`src/rtl/calc_pkg.sv`:
```
// Shared types and sizing for the binary-to-BCD result converter.
package calc_pkg;

   localparam int unsigned BCD_W      = 4;
   localparam int unsigned NUM_DIGITS = 3;
   localparam int unsigned BIN_W      = 8;
   localparam int unsigned NUM_ITER   = 8;
   localparam int unsigned ACC_W      = BCD_W * NUM_DIGITS;
   localparam int unsigned CNT_W      = 4;

   typedef enum logic [1:0] {
      IDLE  = 2'd0,
      SHIFT = 2'd1,
      DONE  = 2'd2
   } state_e;

   // Display enables {hundreds, tens, ones}; blanking hides leading zeros only.
   function automatic logic [NUM_DIGITS-1:0] digit_enable(
      input logic [BCD_W-1:0] hundreds,
      input logic [BCD_W-1:0] tens,
      input bit               lz_blank
   );
      logic [NUM_DIGITS-1:0] en;
      if (lz_blank) begin
         en = {(hundreds != '0), (hundreds != '0) || (tens != '0), 1'b1};
      end else begin
         en = '1;
      end
      return en;
   endfunction

endpackage

```
`src/rtl/bcd_adj3.sv`:
```
// Double-dabble digit correction: add 3 to a BCD digit that is 5 or more.
module bcd_adj3
   import calc_pkg::*;
(
   input  logic [BCD_W-1:0] d_i,
   output logic [BCD_W-1:0] d_o
);

   assign d_o = (d_i >= BCD_W'(5)) ? d_i + BCD_W'(3) : d_i;

endmodule

```
`src/rtl/result_bcd_conv.sv`:
```
// Sequential 8-bit binary to 3-digit BCD converter (shift-and-add-3),
// fixed 8-cycle latency with valid/ready handshakes on both sides.
module result_bcd_conv
   import calc_pkg::*;
#(
   parameter bit LZ_BLANK = 1'b1
) (
   input  logic                  clk,
   input  logic                  rst_n,
   input  logic                  in_valid,
   output logic                  in_ready,
   input  logic [BIN_W-1:0]      bin_in,
   output logic                  out_valid,
   input  logic                  out_ready,
   output logic [BCD_W-1:0]      bcd_hundreds,
   output logic [BCD_W-1:0]      bcd_tens,
   output logic [BCD_W-1:0]      bcd_ones,
   output logic [NUM_DIGITS-1:0] digit_en
);

   state_e                state_q, state_d;
   logic [BIN_W-1:0]      sr_q, sr_d;
   logic [ACC_W-1:0]      acc_q, acc_d;
   logic [CNT_W-1:0]      cnt_q, cnt_d;
   logic [BCD_W-1:0]      hun_q, hun_d;
   logic [BCD_W-1:0]      ten_q, ten_d;
   logic [BCD_W-1:0]      one_q, one_d;
   logic [NUM_DIGITS-1:0] den_q, den_d;
   logic                  out_valid_q, out_valid_d;
   logic                  in_ready_q, in_ready_d;

   logic [ACC_W-1:0]       acc_adj;
   logic [ACC_W+BIN_W-1:0] shift_w;
   logic [ACC_W-1:0]       acc_sh;
   logic [BIN_W-1:0]       sr_sh;

   // One corrector per BCD digit of the accumulator.
   for (genvar g = 0; g < NUM_DIGITS; g++) begin : g_adj
      bcd_adj3 u_adj (
         .d_i (acc_q[g*BCD_W +: BCD_W]),
         .d_o (acc_adj[g*BCD_W +: BCD_W])
      );
   end

   assign shift_w = {acc_adj, sr_q} << 1;
   assign acc_sh  = shift_w[ACC_W+BIN_W-1:BIN_W];
   assign sr_sh   = shift_w[BIN_W-1:0];

   always_ff @(posedge clk or negedge rst_n) begin
      if (!rst_n) begin
         state_q     <= IDLE;
         sr_q        <= '0;
         acc_q       <= '0;
         cnt_q       <= '0;
         hun_q       <= '0;
         ten_q       <= '0;
         one_q       <= '0;
         den_q       <= '0;
         out_valid_q <= 1'b0;
         in_ready_q  <= 1'b1;
      end else begin
         state_q     <= state_d;
         sr_q        <= sr_d;
         acc_q       <= acc_d;
         cnt_q       <= cnt_d;
         hun_q       <= hun_d;
         ten_q       <= ten_d;
         one_q       <= one_d;
         den_q       <= den_d;
         out_valid_q <= out_valid_d;
         in_ready_q  <= in_ready_d;
      end
   end

   always_comb begin
      state_d     = state_q;
      sr_d        = sr_q;
      acc_d       = acc_q;
      cnt_d       = cnt_q;
      hun_d       = hun_q;
      ten_d       = ten_q;
      one_d       = one_q;
      den_d       = den_q;
      out_valid_d = out_valid_q;

      unique case (state_q)
         IDLE: begin
            if (in_valid) begin
               sr_d    = bin_in;
               acc_d   = '0;
               cnt_d   = '0;
               state_d = SHIFT;
            end
         end
         SHIFT: begin
            acc_d = acc_sh;
            sr_d  = sr_sh;
            cnt_d = cnt_q + CNT_W'(1);
            // Last iteration: publish the finished accumulator directly.
            if (cnt_q == CNT_W'(NUM_ITER - 1)) begin
               state_d     = DONE;
               hun_d       = acc_sh[2*BCD_W +: BCD_W];
               ten_d       = acc_sh[1*BCD_W +: BCD_W];
               one_d       = acc_sh[0 +: BCD_W];
               den_d       = digit_enable(acc_sh[2*BCD_W +: BCD_W],
                                          acc_sh[1*BCD_W +: BCD_W], LZ_BLANK);
               out_valid_d = 1'b1;
            end
         end
         DONE: begin
            if (out_ready) begin
               state_d     = IDLE;
               out_valid_d = 1'b0;
            end
         end
         default: begin
            state_d     = IDLE;
            out_valid_d = 1'b0;
         end
      endcase

      in_ready_d = (state_d == IDLE);
   end

   assign in_ready     = in_ready_q;
   assign out_valid    = out_valid_q;
   assign bcd_hundreds = hun_q;
   assign bcd_tens     = ten_q;
   assign bcd_ones     = one_q;
   assign digit_en     = den_q;

endmodule

```
`config.mk`:
```
export PLATFORM = sky130hd
export DESIGN_NAME = result_bcd_conv
export DESIGN_NICKNAME = d
export VERILOG_FILES = /design/src/rtl/calc_pkg.sv /design/src/rtl/bcd_adj3.sv /design/src/rtl/result_bcd_conv.sv
export SDC_FILE = /design/constraint.sdc
export NUM_CORES = 1
export LEC_CHECK = 0
export ABC_CLOCK_PERIOD_IN_PS = 2200
export BUFFER_PORTS_ARGS = -buffer_cell sky130_fd_sc_hd__clkbuf_2
export CAP_MARGIN = 30
export CORE_MARGIN = 10
export CORE_UTILIZATION = 56
export DETAILED_ROUTE_END_ITERATION = 16
export PLACE_DENSITY_LB_ADDON = 0.1
export SLEW_MARGIN = 5
export SYNTH_ARGS = -nofsm -noshare
export SYNTH_HDL_FRONTEND = slang
export SYNTH_HIERARCHICAL = 1
export SYNTH_SLANG_ARGS = --single-unit
```
`constraint.sdc`:
```
create_clock -name clk -period 2.2 [get_ports clk]
set_input_delay 0.44 -clock clk [delete_from_list [all_inputs] [get_ports clk]]
set_output_delay 0.44 -clock clk [all_outputs]
set_load 0.02 [all_outputs]
```
# Word-level counts from Yosys, hierarchy flattened
# Index checks and enable logic that the tools add are counted.
# classes
order_cmp	3
addsub	4
reduce_logical	9
mux	16
n_bitwise	1
n_eq_ne	6
div	0
mul	0
n_shift	0
# ops
op	n
$pmux W12 S2	1
$pmux W8 S2	1
$ge A4 B3 Y1 const B	3
$mux W12	1
$mux W4	3
$add A4 B2 Y4 const B	2
$mux W8	1
$pmux W4 S2	1
$reduce_bool A4 Y1	2
$mux W2	3
$ne A2 B2 Y1 const B	3
$pmux W2 S3	1
$add A4 B1 Y4 const B	1
$eq A4 B3 Y1 const B	1
$logic_not A2 Y1	2
$reduce_and A2 Y1	2
$add A3 B2 Y3 const B	1
$mux W3	1
$pmux W1 S3	1
$reduce_and A3 Y1	1
$eq A2 B1 Y1 const B	1
$eq A2 B2 Y1 const B	1
$mux W1	2
$reduce_bool A2 Y1	1
2 further kinds	2
# totals
out_inout_bits	17
reg_bits	43
ram_bits	0
n_memories	0
in_bits	12
elab_cells	49
mem_bits_ro	0
latchBits	0

# Logic depth before layout (Yosys ltp)
# logic_depth
word_depth	4
mapped_depth	8
depth_no_buf	8

# Hierarchy
# Netlist, hierarchy kept.
# modules_own_cells
module	n_inst	seq_area_each_um2	area_each_um2	cells_each
result_bcd_conv	1	1077.3	1756.7	140
bcd_adj3	3	0.0	101.3	16

# Worst setup path before layout
# OpenSTA, ideal clock, no wires.
# synth_path
path_kind	register to register
start	register acc_q[8]
end	register den_q[2] (netlist: digit_en[2])
synth_period_minus_slack_ps	1958
arrival_time_ps	1834
path_stages_with_launch	7
setup_slack_ps	242
setup_time_ps	125
required_ps	2075
n_path_buf	0
cell_sequence	dfrtp_1 ha_1 nand2b_1 a21oi_2 mux2i_1 or4_1 mux2_2
# synth_between
elab_chain_cells	3
word_cells_on_any_way	4
cone_classes	1 x add/sub; 1 x order compare; 1 x mux; 1 x reduce/logical
# synth_rtl
element	line_no	text
from (decl)	result_bcd_conv.sv:23	logic [ACC_W-1:0] acc_q, acc_d;
from (signal assigned)	result_bcd_conv.sv:53	acc_q <= '0;
from (signal assigned)	result_bcd_conv.sv:64	acc_q <= acc_d;
$ge A4 B3 Y1 / $add A3 B2 Y3 (equally long branches)	bcd_adj3.sv:9	assign d_o = (d_i >= BCD_W'(5)) ? d_i + BCD_W'(3) : d_i;
$mux W3 (*)	bcd_adj3.sv:9	
net acc_adj[9]	result_bcd_conv.sv:32	logic [ACC_W-1:0] acc_adj;
$reduce_bool A4 Y1 (*)	calc_pkg.sv:25	en = {(hundreds != '0), (hundreds != '0) || (tens != '0), 1'b1};
to (signal assigned)	result_bcd_conv.sv:69	den_q <= den_d;
to (decl)	result_bcd_conv.sv:28	logic [NUM_DIGITS-1:0] den_q, den_d;
# The timed path passes the listed nets; every way through them passes the cells marked *.
# A chain may end at the register's enable or synchronous reset.

# Worst setup path in the final report
# Ends and elaborated chain as after synthesis.

==> flow_summary_export.csv <==
group,metric,value,unit
outcome,status,"completed",
die,core-area,0.00342,mm2
die,io_pins,29,
final_layout,nNetsFinal,238,
power_and_ir_drop,p_per_area,1460,mW/mm2
flow_run,drv_cap,0,
power_and_ir_drop,ir_worst_vdd,0.848,mV
setup_path,critPathLaunchType,"flop",
place,dpl-instance-area,0.00225,mm2
final_layout,layout_commonest_cell,"dfrtp_1",
route,first_pass_iters,4,
die,start_util,0.597,
place,dp_worst_setup_slack,0.0945,ns
global_route,grt_overflow,0,
timing,worst_slack,0.0703,ns
route,drtIter0Drc,72,
timing,hold_viol,0,
route,drc,0,
clocking,cts.sinks,43,
timing,finalCritPeriodShare,0.968,
synthesis,syn_area_per_cell,11.1,um2
setup_path,cp_slowest_cell,"or4_1",
timing,worst_pin_slew,0.564,ns
clocking,cts.path.max_buffers,2,
die,rows,21,
final_layout,area_delta_synth_final,13.7,%
setup_path,crit_type,"reg -> reg",
synthesis,syn-num-nets,203,
global_route,grtUsageTotal,0.142,
final_layout,final_area,0.00232,mm2
timing,relSlewSlack,0.623,
clocking,clkLatencyLatePin,0.36,ns
final_layout,drive_gt1_frac,0.295,
synthesis,syn_inst,184,
setup_path,end_kind,"flop",
setup_path,cpPeakStageDelay,0.57,ns
clocking,clk_pin_slew,0.13,ns
clocking,cts_tree,"built",
route,ant_nets,0,
route,wl_per_cell,15.4,um
global_route,antenna_found_initial,0,
route,vias,1463,
place,gp_congestion,0.810,
synthesis,netlist_area,0.00204,mm2
power_and_ir_drop,leakage,1.10,nW
clocking,cts-hold-fix-buffers,0,
synthesis,ys_warn_count,6,
place,port_buffers,28,
setup_path,cp.arrival,2.39,ns
final_layout,num_antenna_cells,0,
global_route,grt_pass1_vias,1614,
route,drt-total-wl,4100,um
die,die_h,80.4,um
clocking,h-tree-depth,2,
die,die_w,80.4,um
timing,max_freq,0.470,GHz
route,vias_per_cell,5.50,
global_route,grt_pass1_wl,7290,um
timing,final-setup-viol-count,0,
global_route,grt_max_degree,26,
place,dp_hpwl,3000,um
setup_path,crit_fanout,4,
clocking,cts_buffers,5,
final_layout,layout_common_cells,"42 x dfrtp_1, 28 x clkbuf_2, 15 x nand2_1",
timing,min_period,2.13,ns
timing,maxSlewViolCount,0,
timing,skew,0.00851,ns
clocking,clock-root-buffer,"clkbuf_4",
setup_path,required,2.46,ns
die,die_area,0.00646,mm2
setup_path,path_cells,"ha_1, nand2b_1, a21oi_2, mux2i_1, or4_1, mux2_2",
hold_path,hp-class,"in -> async",
[where the power goes]
part | leakage, nW | internal (W) | switching, W
sequential | 0.538 | 0.00112 | 0.000260
combinational | 0.536 | 0.000740 | 0.000867
clock | 0.0272 | 0.000122 | 0.000266
[worst max-delay path: cells and delay by family, from the launching register on]
family / cells / cell delay [ns]
mux: 2 / 0.41
compound gates: 1 / 0.21
fa+ha+maj: 1 / 0.23
flops: 1 / 0.44
simple gates: 2 / 0.73
[metal layers]
metal	global-route usage	up-vias	wire length (um)
met5	0	-	0
met4	0.0775	0	107
met3	0.0401	10	219
met2	0.229	37	2040
met1	0.165	701	1740
li1	-	715	-
[area by class of cell]
class	count	area (um2)
inverter	7	26.3
fill	262	1090
clock buffer	5	37.5
clock inverter	3	20.0
tap	46	57.6
multi-input combinational	126	902
timing repair buffer	36	200
sequential	43	1080
[final timing paths]
| kind | start | to | slack (ns) | cells after the start |
|---|---|---|---|---|
| setup reg to reg | acc_q[8]$_DFFE_PN0P_ | digit_en[2]$_DFFE_PN0P_ | 0.07 | 6 |
| min in group clk | out_ready | out_valid$_DFFE_PN0P_ | 0.35 | 3 |
| hold / removal | rst_n | acc_q[6]$_DFFE_PN0P_ | 0.02 | 1 |
| setup / recovery | acc_q[8]$_DFFE_PN0P_ | digit_en[2]$_DFFE_PN0P_ | 0.07 | 6 |
| hold reg to reg | digit_en[0]$_DFFE_PN0P_ | digit_en[0]$_DFFE_PN0P_ | 0.49 | 1 |
| max in group asynchronous | rst_n | in_ready$_DFF_PN1_ | 1.45 | 2 |
[state kept, by name, indices dropped and copies added (netlist names)]
| signal | cells |
|---|---|
| out_valid | 1 |
| state_q | 2 |
| bcd_ones | 4 |
| cnt_q | 4 |
| digit_en | 3 |
| bcd_tens | 4 |
| in_ready | 1 |
| bcd_hundreds | 4 |
| acc_q | 12 |
| sr_q | 8 |
[stage by stage]
stage | cells | util | hold WS (ns) | total power [W] | TNS (ns)
floorplan | 184 | - | 0.144 | 0.00254 | 0
global placement | 257 | 0.660 | 0.412 | 0.00291 | 0
detailed placement | 257 | 0.660 | 0.429 | 0.00301 | 0
CTS | 265 | 0.677 | 0.0223 | 0.00339 | 0
global route | 266 | 0.679 | 0.0275 | 0.00368 | -0.0338
finish | 266 | 0.679 | 0.0160 | 0.00338 | 0
[timing repair]
action                                  in CTS  in global routing
endpoints found under the setup margin       0                  2
gates resized for setup                      0                  1
setup buffers                                0                  1
Note: power is estimated with default switching activity, not from simulation.
